[config.mk]
export PLATFORM = sky130hd
export DESIGN_NAME = acu_seq
export DESIGN_NICKNAME = d
export VERILOG_FILES = /design/src/rtl/acu_seq_pkg.sv /design/src/rtl/rr_arb2.sv /design/src/rtl/acu_seq.sv
export SDC_FILE = /design/constraint.sdc
export NUM_CORES = 1
export LEC_CHECK = 0
export CAP_MARGIN = 20
export CORE_ASPECT_RATIO = 1.5
export CORE_MARGIN = 2
export CORE_UTILIZATION = 49
export CTS_CLUSTER_DIAMETER = 30
export DETAILED_ROUTE_END_ITERATION = 10
export PLACE_DENSITY = 0.85
export SKIP_LAST_GASP = 1
export SYNTH_ARGS = -nofsm -noshare
export SYNTH_HDL_FRONTEND = slang
export SYNTH_SLANG_ARGS = --single-unit
[constraint.sdc]
create_clock -name clk -period 3.37 [get_ports clk]
set_input_delay 0.674 -clock clk [delete_from_list [all_inputs] [get_ports clk]]
set_output_delay 0.674 -clock clk [all_outputs]
set_load 0.03 [all_outputs]
[src/rtl/acu_seq_pkg.sv]
// Shared types and widths for the ACU sequencer.
package acu_seq_pkg;
   localparam int ACU_W  = 16;
   localparam int BYTE_W = 8;
   localparam int HOLD_W = 4;

   typedef enum logic [2:0] {
      INIT, IDLE, LOAD_LO, LOAD_HI, WAIT, VALID
   } state_t;
endpackage

[src/rtl/rr_arb2.sv]
// Two-port round-robin arbiter; the pointer remembers the last granted port.
module rr_arb2 (
   input  logic       clk,
   input  logic       rst,
   input  logic [1:0] req,
   input  logic       adv,
   output logic [1:0] gnt
);
   logic last;

   // On contention the port that did not win last time gets the grant.
   always_comb begin
      gnt = req;
      if (req == 2'b11) gnt = last ? 2'b01 : 2'b10;
   end

   always_ff @(posedge clk or negedge rst) begin
      if (!rst)              last <= 1'b0;
      else if (adv && |gnt)  last <= gnt[1];
   end
endmodule

[src/rtl/acu_seq.sv]
// Arbitrates two requesters onto the ACU and sequences byte loads, output
// enable and the hold window for each granted address.
module acu_seq
   import acu_seq_pkg::*;
#(
   parameter int HOLD_CYCLES = 2,
   parameter bit SKIP_HI     = 1'b1
) (
   input  logic              clk,
   input  logic              rst,
   input  logic              req0,
   input  logic [ACU_W-1:0]  addr0,
   input  logic              req1,
   input  logic [ACU_W-1:0]  addr1,
   output logic              gnt0,
   output logic              gnt1,
   output logic              done0,
   output logic              done1,
   output logic [BYTE_W-1:0] acu_d,
   output logic              acu_wl,
   output logic              acu_wh,
   output logic              acu_oe,
   output logic              acu_rst,
   output logic              busy
);
   state_t              state, state_nx;
   logic                live;
   logic                own;
   logic [ACU_W-1:0]    addr_q;
   logic [HOLD_W-1:0]   cnt;
   logic                hi_valid;
   logic [BYTE_W-1:0]   hi_cache;
   logic [1:0]          arb_gnt;
   logic                grant;
   logic                hi_hit;
   logic                owning;

   rr_arb2 u_arb (
      .clk (clk),
      .rst (rst),
      .req ({req1, req0}),
      .adv (grant),
      .gnt (arb_gnt)
   );

   assign grant  = live && (state == IDLE) && (|arb_gnt);
   assign hi_hit = SKIP_HI && hi_valid && (hi_cache == addr_q[ACU_W-1:BYTE_W]);
   assign owning = (state != INIT) && (state != IDLE);

   // live holds every output low while reset is asserted and makes the
   // post-reset INIT cycle a full clock long.
   always_ff @(posedge clk or negedge rst) begin
      if (!rst) begin
         live     <= 1'b0;
         state    <= INIT;
         own      <= 1'b0;
         addr_q   <= '0;
         cnt      <= '0;
         hi_valid <= 1'b0;
         hi_cache <= '0;
      end else begin
         live  <= 1'b1;
         state <= state_nx;
         if (grant) begin
            own    <= arb_gnt[1];
            addr_q <= arb_gnt[1] ? addr1 : addr0;
         end
         if (live && state == INIT) begin
            hi_valid <= 1'b1;
            hi_cache <= '0;
         end
         if (state == LOAD_HI) begin
            hi_valid <= 1'b1;
            hi_cache <= addr_q[ACU_W-1:BYTE_W];
         end
         if (state == WAIT)                 cnt <= HOLD_W'(HOLD_CYCLES - 1);
         else if (state == VALID && cnt != '0) cnt <= cnt - 1'b1;
      end
   end

   always_comb begin
      state_nx = state;
      busy     = 1'b0;
      gnt0     = 1'b0;
      gnt1     = 1'b0;
      done0    = 1'b0;
      done1    = 1'b0;
      acu_d    = '0;
      acu_wl   = 1'b0;
      acu_wh   = 1'b0;
      acu_oe   = 1'b0;
      acu_rst  = 1'b0;
      if (live) begin
         busy = (state != IDLE);
         gnt0 = owning && !own;
         gnt1 = owning && own;
         case (state)
            INIT: begin
               acu_rst  = 1'b1;
               state_nx = IDLE;
            end
            IDLE: if (grant) state_nx = LOAD_LO;
            LOAD_LO: begin
               acu_wl   = 1'b1;
               acu_d    = addr_q[BYTE_W-1:0];
               state_nx = hi_hit ? WAIT : LOAD_HI;
            end
            LOAD_HI: begin
               acu_wh   = 1'b1;
               acu_d    = addr_q[ACU_W-1:BYTE_W];
               state_nx = WAIT;
            end
            WAIT: begin
               acu_oe   = 1'b1;
               state_nx = VALID;
            end
            VALID: begin
               acu_oe = 1'b1;
               if (cnt == '0) begin
                  done0    = !own;
                  done1    = own;
                  state_nx = IDLE;
               end
            end
            default: state_nx = INIT;
         endcase
      end
   end
endmodule
# Yosys cells after proc, flatten, opt, wreduce, memory -nomap -nowiden
# Index checks and enable logic that the tools add are counted.
op_classes:
  n_addsub: 1
  n_eq_ne: 10
  muxes: 32
  reduce_logical: 19
ops:
  columns: ["operator", "n"]
  rows:
  - ["8-bit 2-to-1 mux", 3]
  - ["1-bit 2-to-1 mux", 19]
  - ["3-bit one-hot mux with 6 select lines", 1]
  - ["16-bit 2-to-1 mux", 1]
  - ["8-bit one-hot mux with 2 select lines", 1]
  - ["1-bit logical AND", 9]
  - ["3-bit 2-to-1 mux", 3]
  - ["8-bit equality test", 1]
  - ["4-bit 2-to-1 mux", 2]
  - ["3-bit by 2-bit equality test with 1-bit output, second input constant", 2]
  - ["3-bit equality test, second input constant", 2]
  - ["4-bit zero test", 1]
  - ["2-bit 2-to-1 mux", 2]
  - ["2-bit by 1-bit != test with 1-bit output, second input constant", 2]
  - ["2-bit nonzero test", 2]
  - ["4-bit nonzero test", 1]
  - ["2-bit OR reduction", 2]
  - ["4-bit by 1-bit subtractor with 4-bit output, second input constant", 1]
  - ["3-bit by 1-bit equality test with 1-bit output, second input constant", 1]
  - ["3-bit zero test", 1]
  - ["3-bit by 1-bit != test with 1-bit output, second input constant", 1]
  - ["3-bit AND reduction", 1]
  - ["3-bit nonzero test", 1]
  - ["2-bit equality test, second input constant", 1]
  - ["1-bit zero test", 1]
totals:
  reg_bits: 35

# Logic depth before layout (Yosys ltp)
# Gate-level depths: netlist of run 1.
depth:
  word_depth: 6
  depth_mapped: 6
  depth_no_buf: 6

# Hierarchy
# Synthesis of run 1 repeated with hierarchy kept, for this count alone.
unflattened:
  hier_cells: 184
  hier_area_um2: 1906.8
modules_own_cells:
  columns: ["module", "n_inst", "cells_each", "area_each_um2", "seq_area_each_um2"]
  rows:
  - ["acu_seq", 1, 178, 1851.8, 850.8]
  - ["rr_arb2", 1, 6, 55.1, 25.0]

# Worst setup path after synthesis of run 1
# No wires, ideal clock.
synth_timing:
  path_type: "reg2out"
  from: "register state[2]"
  to: "output acu_d[0]"
  arrival_time_ns: 1.507
  t_required_ns: 2.696
  slack_ns: 1.189
  path_stages_with_launch: 5
  cell_sequence: "dfrtp_1 buf_6 nand2b_1 nor2_2 a22o_1"
synth_via:
  elab_chain_len: 3
  elab_cells_between_ends: 4
synth_rtl:
  columns: ["item", "line_no", "source"]
  rows:
  - ["start, declared", "acu_seq.sv:26", "state_t state, state_nx;"]
  - ["start signal, assigned", "acu_seq.sv:63", "state <= state_nx;"]
  - ["3-bit by 2-bit equality test with 1-bit output", "acu_seq.sv:97", "case (state)"]
  - ["8-bit one-hot mux with 2 select lines *", "acu_seq.sv:97", null]
  - ["8-bit 2-to-1 mux *", "acu_seq.sv:93", "if (live) begin"]
  - ["end, declared", "acu_seq.sv:19", "output logic [BYTE_W-1:0] acu_d,"]
# Mark *: on every way between the ends. The rest lies on a longest branch, timed or not.

# Final worst setup path of run 1
layout_timing:
  from: "register state[2]"
  to: "output acu_d[2]"
# The elaborated chain is that of the path after synthesis.

==> flow_summary.ini, run 1 <==
[grt]
wire_length_of_the_first_global_routing_pass_mm = 6.313
gr-total-overflow = 0
gr-usage-all-layers = 0.1994
via_count_of_the_first_global_routing_pass = 1386
grt_start_max_net_pins = 35
antenna_found_initial = 0

[power_and_ir_drop]
powerDensity_nw_per_um2 = 794.7
ir_worst_vdd_v = 0.0005082
p_leak_nw = 1.036

[route]
route.vias.total = 1490
drt_wirelength_mm = 3.735
detail_route.vias_per_cell = 5.478
route.detailed.wl_per_inst_um = 13.73
firstDrtPassIters = 4
detail_route.drc_violations = 0
drt_iter0_markers = 15
antenna_violating_nets_remaining = 0

[logic_synthesis]
synth_async_sr_flop_share = 1.000
edff_count_synth = 0
yosysSeqAreaShare = 0.4610
synth.top_cells.by_area = sky130_fd_sc_hd__dfrtp_1 46%, sky130_fd_sc_hd__mux2i_1 9.8%, sky130_fd_sc_hd__a22o_1 7.6%
leading_cell_type_by_number_of_instances_after_synthesis = sky130_fd_sc_hd__dfrtp_1
synthFlopType = sky130_fd_sc_hd__dfrtp_1
ys_seq_elements = 34
post_synth_instance_area_um2 = 1846
yosysWarningCount = 0
synthesis.area_per_instance_um2 = 10.49
synth_top_cell_by_area = sky130_fd_sc_hd__dfrtp_1
synth_common_cells = 34 x sky130_fd_sc_hd__dfrtp_1, 26 x sky130_fd_sc_hd__nor2_1, 18 x sky130_fd_sc_hd__mux2i_1, 16 x sky130_fd_sc_hd__a22o_1, 11 x sky130_fd_sc_hd__a21oi_1
yosys.cell_types.count = 40
yosysTopAreaCellShare = 0.4610
netlist_instances = 176
syn-num-nets = 213

[layout]
antenna_cells_inserted = 0
layoutNonFillerInstCount = 272
finalNetCount = 265
drive_above_1_share = 0.1092
syn_to_final_growth_pct = 33.02
multi_input_combinational_cell_area_um2 = 904.6
fill_cell_count = 288
sequential_cell_area_um2 = 850.8
utilization = 0.6728

[critical_path]
crit_path_end_kind = output pin
ff_to_ff_path_depth = 4
ff2ff_setup_slack_ns = 1.82
crit_start_category = flip-flop
timing_worst_setup_path_type = flip-flop to output pin
critical_path_required_ns = 2.70
crit_path_max_fanout = 10
cp_data_arrival_time_ns = 2.29
timing.rr.start = state[0]
regToRegEndpoint = addr_q[1]

[die]
initial_core_util = 0.5058
placementRows = 27
die_h_um = 79.16
floorplan.die_area_um2 = 4283
core_area_um2 = 3649
floorplan.io_pins = 53
chipWidth_um = 54.11

[clocking]
cts_post_setup_buffers_inserted = 0
holdBufCountCts = 0
ctsResizeCount = 0
cts-buffers-inserted = 5
clk_root_buffer_cell = sky130_fd_sc_hd__clkbuf_8
clk_latency_ns = 0.28
h_tree_depth = 2
clock_sink_count = 34
tritoncts_clock_tree = done
clk_transition_reported_paths_ns = 0.07
clk_path_buf_depth = 2

[run_status]
status = completed

[timing]
fin_hold_ws_ns = 0.5014
fmaxAchievable_ghz = 0.3372
fin_worst_skew_ns = 0.005734
layout_setup_ws_ns = 0.4047
timing_max_transition_violations_final = 0
timing_hold_violations_final = 0
fin_crit_sh = 0.8799
rsz0062_at_grt = false
final.min_clock_period_ns = 2.965
setup_tns_ns = 0
report.final.setup_viol = 0

[min_path]
min-delay-start = hi_valid
hold_path.class = flip-flop to flip-flop
hold_path_depth = 1
min_to = hi_valid

[placed_design]
placedCellCount = 264
hpwlAfterDp_mm = 2.820
gp_congestion = 0.8603
port_buffers = 52
place_worst_setup_slack_ns = 0.7374

[job]
maxCapViolCount = 0
placed cells by master (no fill, tap or decap), drive strengths merged, types with 2 or more instances in the layout:
| master | instances |
|---|---|
| o21ai | 4 |
| inv | 5 |
| nor3 | 4 |
| clkdlybuf4s50 | 52 |
| o211ai | 2 |
| dfrtp | 34 |
| xor2 | 8 |
| clkbuf | 7 |
| nand4b | 2 |
| a21oi | 19 |
| nand3 | 2 |
| nand2b | 4 |
| mux2i | 18 |
| a22o | 16 |
| buf | 2 |
| nor2 | 29 |
| nand2 | 3 |
critical path, cell delays in order, from the launching register on:
cell and delay, ns:
sky130_fd_sc_hd__dfrtp_1 0.48, sky130_fd_sc_hd__nand2b_1 0.22, sky130_fd_sc_hd__nor2_2 0.40, sky130_fd_sc_hd__a22o_1 0.23, sky130_fd_sc_hd__clkdlybuf4s50_1 0.67
cell type report:
type	count	area share
clock inverters	1	0.002039
well taps	43	0.02192
inverters	5	0.007645
flip-flops and latches	34	0.3466
repair buffers	54	0.2181
multi-input cells	128	0.3685
clock buffers	7	0.03517
worst max-delay path by stage:
stage / from / to / slack (ns)
floorplan: state[2] / acu_d[0] / 1.19
global placement: state[2] / acu_d[0] / 0.74
detailed placement: state[2] / acu_d[4] / 0.74
CTS: state[2] / acu_d[2] / 0.41
global route: state[0] / acu_d[0] / 0.27
finish: state[2] / acu_d[2] / 0.40
per-layer routing:
metal  share of wire  GRT usage  up-vias
met2            0.51     0.3049       36
met5               0          0        -
met4           0.030     0.1000        0
met3           0.036    0.04135       11
li1                -          -      732
met1            0.42     0.2617      711
power breakdown:
group / switching, W / total (W) / internal [W]
Combinational: 0.000453 / 0.000866 / 0.000413
Sequential: 0.000194 / 0.000782 / 0.000588
Clock: 0.000138 / 0.000303 / 0.000165
Total: 0.000785 / 0.00195 / 0.00117
logic make-up (layout without fill, tap and decap cells):
logic type                 Yosys count  in the layout  share of synthesized area
buffers and inverters               14             67                    0.05084
muxes                               18             18                    0.09763
and+or+nand+nor                     51             51                     0.1424
DFF                                 34             34                     0.4610
AOI/OAI and AO/OA                   48             48                     0.1966
other                                1              1                   0.002032
adders and majority gates            1              1                   0.006779
xor gates and xnor gates             9              9                    0.04271
metrics by stage:
step / cell area [µm²] / total power, W
CTS: 2455 / 0.001973
floorplan: 1846 / 0.001416
global route: 2455 / 0.002101
detailed placement: 2364 / 0.001662
finish: 2455 / 0.001951
global placement: 2364 / 0.001636
flip-flops by register name, summed over array words and instances, names as in the netlist:
register	flops
addr_q	16
hi_cache	8
cnt	4
state	3
hi_valid	1
live	1
own	1
No activity file was read; power rests on OpenSTA's default activity.
==> run 2, diff against run 1 <==
PLACE_DENSITY = 0.84   (was 0.85)
SYNTH_HIERARCHICAL = 1   (was default)
==> run 2 against run 1 <==
Net effect: count of clock-buffer cells in the layout fell by 1; sequential cell count rose by 1; final cell count rose by 2.6%; sequential power rose by 3.2%; critical path type unchanged; highest routed layer unchanged.
==> flow_summary.ini, run 2 <==
[layout]
final_common_cell = sky130_fd_sc_hd__clkdlybuf4s50_1
antenna_cells_inserted = 0
finalNetCount = 272
multi_input_combinational_cell_area_um2 = 927.1
reg_top3 = addr_q (16), hi_cache (8), cnt (4)
fill_cell_count = 289
syn_to_final_growth_pct = 34.25
final_cell_mix = 52 x sky130_fd_sc_hd__clkdlybuf4s50_1, 35 x sky130_fd_sc_hd__dfrtp_1, 23 x sky130_fd_sc_hd__nor2_1, 16 x sky130_fd_sc_hd__a22o_1, 16 x sky130_fd_sc_hd__mux2i_1
drive_above_1_share = 0.1356
sequential_cell_area_um2 = 875.8
number_of_flip_flops_under_the_largest_register_name = 16
most_flops_register = addr_q
layoutNonFillerInstCount = 279
utilization = 0.6889

[route]
detail_route.vias_per_cell = 5.599
wl_met3_um = 195
route.detailed.wl_per_inst_um = 14.39
firstDrtPassIters = 4
routedLengthMet1_mm = 1.523
detail_route.drc_violations = 0
drt_iter0_markers = 28
top_signal_layer_used = met4
detailed_route_wirelength_on_metal2_mm = 2.202
antenna_violating_nets_remaining = 0
drt_wirelength_mm = 4.015
route.vias.total = 1562

[logic_synthesis]
netlist_instances = 184
yosysWarningCount = 6
leading_cell_type_by_number_of_instances_after_synthesis = sky130_fd_sc_hd__dfrtp_1
edff_count_synth = 0
yosysTopAreaCellShare = 0.4593
synthesis.area_per_instance_um2 = 10.36
synthFlopType = sky130_fd_sc_hd__dfrtp_1
yosysSeqAreaShare = 0.4593
synth.top_cells.by_area = sky130_fd_sc_hd__dfrtp_1 46%, sky130_fd_sc_hd__mux2i_1 8.4%, sky130_fd_sc_hd__a22o_1 7.3%
synth_async_sr_flop_share = 1.000
post_synth_instance_area_um2 = 1907
yosys.cell_types.count = 38
syn-num-nets = 221
ys_seq_elements = 35
synth_common_cells = 35 x sky130_fd_sc_hd__dfrtp_1, 23 x sky130_fd_sc_hd__nor2_1, 16 x sky130_fd_sc_hd__a22o_1, 16 x sky130_fd_sc_hd__mux2i_1, 13 x sky130_fd_sc_hd__a21oi_2
synth_top_cell_by_area = sky130_fd_sc_hd__dfrtp_1

[clocking]
clk_transition_reported_paths_ns = 0.07
clock_sink_count = 35
tritoncts_clock_tree = done
clk_path_buf_depth = 2
holdBufCountCts = 0
ctsResizeCount = 0
h_tree_depth = 2
cts_post_setup_buffers_inserted = 0
clk_latency_ns = 0.28
cts-buffers-inserted = 5
clk_root_buffer_cell = sky130_fd_sc_hd__clkbuf_8

[timing]
worstMarginPinSlew_ns = 0.6981
timing.slew.headroom = 0.5321
report.final.setup_viol = 0
final.min_clock_period_ns = 3.154
fin_worst_skew_ns = 0.008803
rsz0062_at_grt = false
fmaxAchievable_ghz = 0.3171
timing_max_transition_violations_final = 0
timing_hold_violations_final = 0
fin_crit_sh = 0.9359
setup_tns_ns = 0
layout_setup_ws_ns = 0.2161

[power_and_ir_drop]
powerDensity_nw_per_um2 = 832.3
ir_worst_vdd_v = 0.0005950
p_leak_nw = 1.079

[die]
chipWidth_um = 54.94
core_area_um2 = 3716
floorplan.io_pins = 53
initial_core_util = 0.5131
floorplan.die_area_um2 = 4417
die_h_um = 80.40
placementRows = 27

[critical_path]
crit_path_end_kind = output pin
regToRegEndpoint = addr_q[7]
crit_path_max_fanout = 10
critical_path_required_ns = 2.70
ff_to_ff_path_depth = 5
timing_worst_setup_path_type = flip-flop to output pin
crit_start_category = flip-flop
cp_data_arrival_time_ns = 2.48
ff2ff_setup_slack_ns = 1.63
timing.rr.start = state[1]

[grt]
wire_length_of_the_first_global_routing_pass_mm = 6.534
gr-usage-all-layers = 0.2056
via_count_of_the_first_global_routing_pass = 1483
antenna_found_initial = 0
gr-total-overflow = 0
grt_start_max_net_pins = 36

[min_path]
hold_path.class = flip-flop to flip-flop
min-delay-start = hi_valid
min_to = hi_valid
hold_path_depth = 1

[run_status]
status = completed

[placed_design]
place_worst_setup_slack_ns = 0.5756
port_buffers = 52
gp_congestion = 0.7564
hpwlAfterDp_mm = 3.025
placedCellCount = 271

[job]
maxCapViolCount = 0
## run 2: per-layer routing
layer  GRT usage  up-vias
met1      0.2326      751
met2      0.3452       51
met4     0.09512        0
met5           0        -
li1            -      748
met3     0.05576       12
## run 2: layout make-up
type                       count  area share
clock buffer                   6     0.03226
clock inverter                 2     0.01369
inverter                       8     0.01173
multi-input combinational    130      0.3622
sequential                    35      0.3421
tap                           43     0.02102
timing repair buffer          55      0.2170
## run 2: worst max-delay path: stages (launching register included)
cell and delay (ns):
sky130_fd_sc_hd__dfrtp_1 0.50, sky130_fd_sc_hd__inv_1 0.14, sky130_fd_sc_hd__nor3_2 0.62, sky130_fd_sc_hd__a22o_1 0.27
sky130_fd_sc_hd__clkdlybuf4s50_1 0.67
## run 2: metrics by stage
stage / total power [W] / hold slack [ns] / cell area [µm²]
6_report: 0.002131 / 0.4806 / 2560
2_1_floorplan: 0.001496 / 0.3784 / 1907
3_5_place_dp: 0.001753 / 0.4645 / 2442
4_1_cts: 0.002147 / 0.4826 / 2560
3_3_place_gp: 0.001721 / 0.4520 / 2442
5_1_grt: 0.002276 / 0.5019 / 2560
## run 2: cells by family (layout without fill, tap and decap cells)
family / Yosys count / count (layout) / synth area share
muxes: 16 / 16 / 0.08399
xor gates and xnor gates: 8 / 8 / 0.03675
buffers and inverters: 19 / 71 / 0.05642
other: 1 / 1 / 0.001967
AOI/OAI and AO/OA: 54 / 54 / 0.2139
adders and majority gates: 1 / 1 / 0.006561
DFF: 35 / 35 / 0.4593
and+or+nand+nor: 50 / 50 / 0.1411
## run 2: how the worst max path moves through the flow
stage | startpoint | endpoint | slack (ns) | depth (start not counted)
finish | state[1] | acu_d[0] | 0.22 | 4
detailed placement | state[1] | acu_d[1] | 0.58 | 4
global route | state[1] | acu_d[5] | 0.09 | 4
floorplan | state[2] | acu_d[0] | 0.96 | 4
CTS | state[1] | acu_d[0] | 0.23 | 4
global placement | state[1] | acu_d[1] | 0.63 | 4
## run 2: report_power, final
part           leakage [nW]  internal [W]  switching (W)
registers             0.405      0.000610       0.000197
clock network        0.0612      0.000239       0.000146
logic                 0.613      0.000455       0.000484
total                  1.08       0.00130       0.000827
==> run 3, diff against run 2 <==
CTS_BUF_LIST = sky130_fd_sc_hd__clkbuf_4   (was default)
==> run 3 against run 2 <==
Net effect: critical endpoint unchanged; sequential power is essentially flat; final cell count unchanged; critical path depth stayed put; die area stayed put; largest power group unchanged.
==> flow_summary.ini, run 3 (synthesized netlist as in run 2, its figures left out) <==
[layout]
finalNetCount = 272
syn_to_final_growth_pct = 32.41
multi_input_combinational_cell_area_um2 = 933.4
antenna_cells_inserted = 0
reg_top3 = addr_q (16), hi_cache (8), cnt (4)
drive_above_1_share = 0.1314
fill_cell_count = 300
layoutNonFillerInstCount = 279
final_cell_mix = 52 x sky130_fd_sc_hd__clkdlybuf4s50_1, 35 x sky130_fd_sc_hd__dfrtp_1, 23 x sky130_fd_sc_hd__nor2_1, 16 x sky130_fd_sc_hd__a22o_1, 16 x sky130_fd_sc_hd__mux2i_1
most_flops_register = addr_q
number_of_flip_flops_under_the_largest_register_name = 16
sequential_cell_area_um2 = 875.8
final_common_cell = sky130_fd_sc_hd__clkdlybuf4s50_1

[die]
floorplan.io_pins = 53
initial_core_util = 0.5131
core_area_um2 = 3716
die_h_um = 80.40
chipWidth_um = 54.94
placementRows = 27
floorplan.die_area_um2 = 4417

[min_path]
hold_path.class = flip-flop to flip-flop

[timing]
timing_hold_violations_final = 0
fmaxAchievable_ghz = 0.3269
setup_tns_ns = 0
fin_worst_skew_ns = 0.009230
timing_max_transition_violations_final = 0
final.min_clock_period_ns = 3.059
worstMarginPinSlew_ns = 0.5525
rsz0062_at_grt = false
timing.slew.headroom = 0.6305
report.final.setup_viol = 0
fin_crit_sh = 0.9078

[route]
detail_route.drc_violations = 0
route.detailed.wl_per_inst_um = 14.42
route.vias.total = 1563
detail_route.vias_per_cell = 5.602
drt_wirelength_mm = 4.022
firstDrtPassIters = 4
drt_iter0_markers = 34
antenna_violating_nets_remaining = 0

[grt]
via_count_of_the_first_global_routing_pass = 1493
grt_start_max_net_pins = 36
gr-total-overflow = 0
wire_length_of_the_first_global_routing_pass_mm = 6.513
antenna_found_initial = 0
gr-usage-all-layers = 0.2067

[power_and_ir_drop]
p_comb_frac = 0.462
ir_worst_vdd_v = 0.0005440
powerDensity_nw_per_um2 = 807.4
p_leak_nw = 1.064
power.switching_fraction = 0.4030
pwr-share-seq = 0.395
share_clk_of_total_power = 0.144
power.switching_w = 0.0008216
internal-power_w = 0.001217

[placed_design]
placedCellCount = 271
gp_congestion = 0.7564
port_buffers = 52
hpwlAfterDp_mm = 3.025

[clocking]
clk_latency_ns = 0.35
cts-buffers-inserted = 5
tritoncts_clock_tree = done
clock_sink_count = 35
clk_transition_reported_paths_ns = 0.11
h_tree_depth = 2
clk_root_buffer_cell = sky130_fd_sc_hd__clkbuf_4
cts_post_setup_buffers_inserted = 0
clk_path_buf_depth = 2

[run_status]
status = completed

[critical_path]
ff2ff_setup_slack_ns = 1.61
critical_path_required_ns = 2.70
crit_path_max_fanout = 10
cp_data_arrival_time_ns = 2.39
crit_path_end_kind = output pin
timing_worst_setup_path_type = flip-flop to output pin
crit_start_category = flip-flop

[job]
maxCapViolCount = 0
-- run 3: power by group through the flow --
| stage | logic, W | clock network [W] | registers (W) |
|---|---|---|---|
| 3_5_place_dp | 0.000941 | 0 | 0.000812 |
| 6_report | 0.000942 | 0.000293 | 0.000804 |
| 5_1_grt | 0.00104 | 0.000313 | 0.000832 |
| 3_3_place_gp | 0.000914 | 0 | 0.000806 |
| 4_1_cts | 0.000949 | 0.000297 | 0.000804 |
| 2_1_floorplan | 0.000761 | 0 | 0.000735 |
-- run 3: area by class of cell --
| class | count | share of cell area |
|---|---|---|
| clock buffers | 5 | 0.01487 |
| clock inverters | 3 | 0.01536 |
| inverters | 8 | 0.01189 |
| multi-input cells | 130 | 0.3697 |
| flip-flops and latches | 35 | 0.3469 |
| well taps | 43 | 0.02131 |
| repair buffers | 55 | 0.2200 |
-- run 3: layer usage --
layer	GRT usage	vias to the layer above	part of all wire
li1	-	750	-
met3	0.05576	13	0.053
met2	0.3452	52	0.55
met5	0	-	0
met1	0.2302	748	0.37
met4	0.1073	0	0.029
-- run 3: worst paths after layout --
check                         start   endpoint  cells past startpoint
min in group asynchronous       rst   state[1]                      2
max                        state[0]   acu_d[0]                      4
min                        hi_valid   hi_valid                      1
max reg2reg                state[1]  addr_q[7]                      5
min reg2reg                hi_valid   hi_valid                      1
max in group asynchronous       rst  addr_q[3]                      2
-- run 3: repair_timing --
action | CTS | global route
gates resized for setup | 0 | 1
endpoints found under the setup margin | 0 | 1
endpoints found under the hold margin | 0 | 0
hold buffers | 0 | 0
-- run 3: through the flow --
| stage | hold slack [ns] | cell area [µm²] | utilization | setup WS (ns) | total power [W] |
|---|---|---|---|---|---|
| after floorplan | 0.3784 | 1907 | - | 0.9644 | 0.001496 |
| after global placement | 0.4520 | 2442 | 0.6572 | 0.6343 | 0.001721 |
| after detailed placement | 0.4645 | 2442 | 0.6572 | 0.5756 | 0.001753 |
| after CTS | 0.4919 | 2519 | 0.6778 | 0.1558 | 0.002050 |
| after global routing | 0.5127 | 2525 | 0.6795 | 0.1664 | 0.002184 |
| final | 0.4870 | 2525 | 0.6795 | 0.3108 | 0.002039 |
-- run 3: critical path, cell delays in order (launching register included) --
cell and delay [ns]:
sky130_fd_sc_hd__dfrtp_1 0.51, sky130_fd_sc_hd__nor2_1 0.19, sky130_fd_sc_hd__and3_1 0.45, sky130_fd_sc_hd__a22o_1 0.21, sky130_fd_sc_hd__clkdlybuf4s50_1 0.67
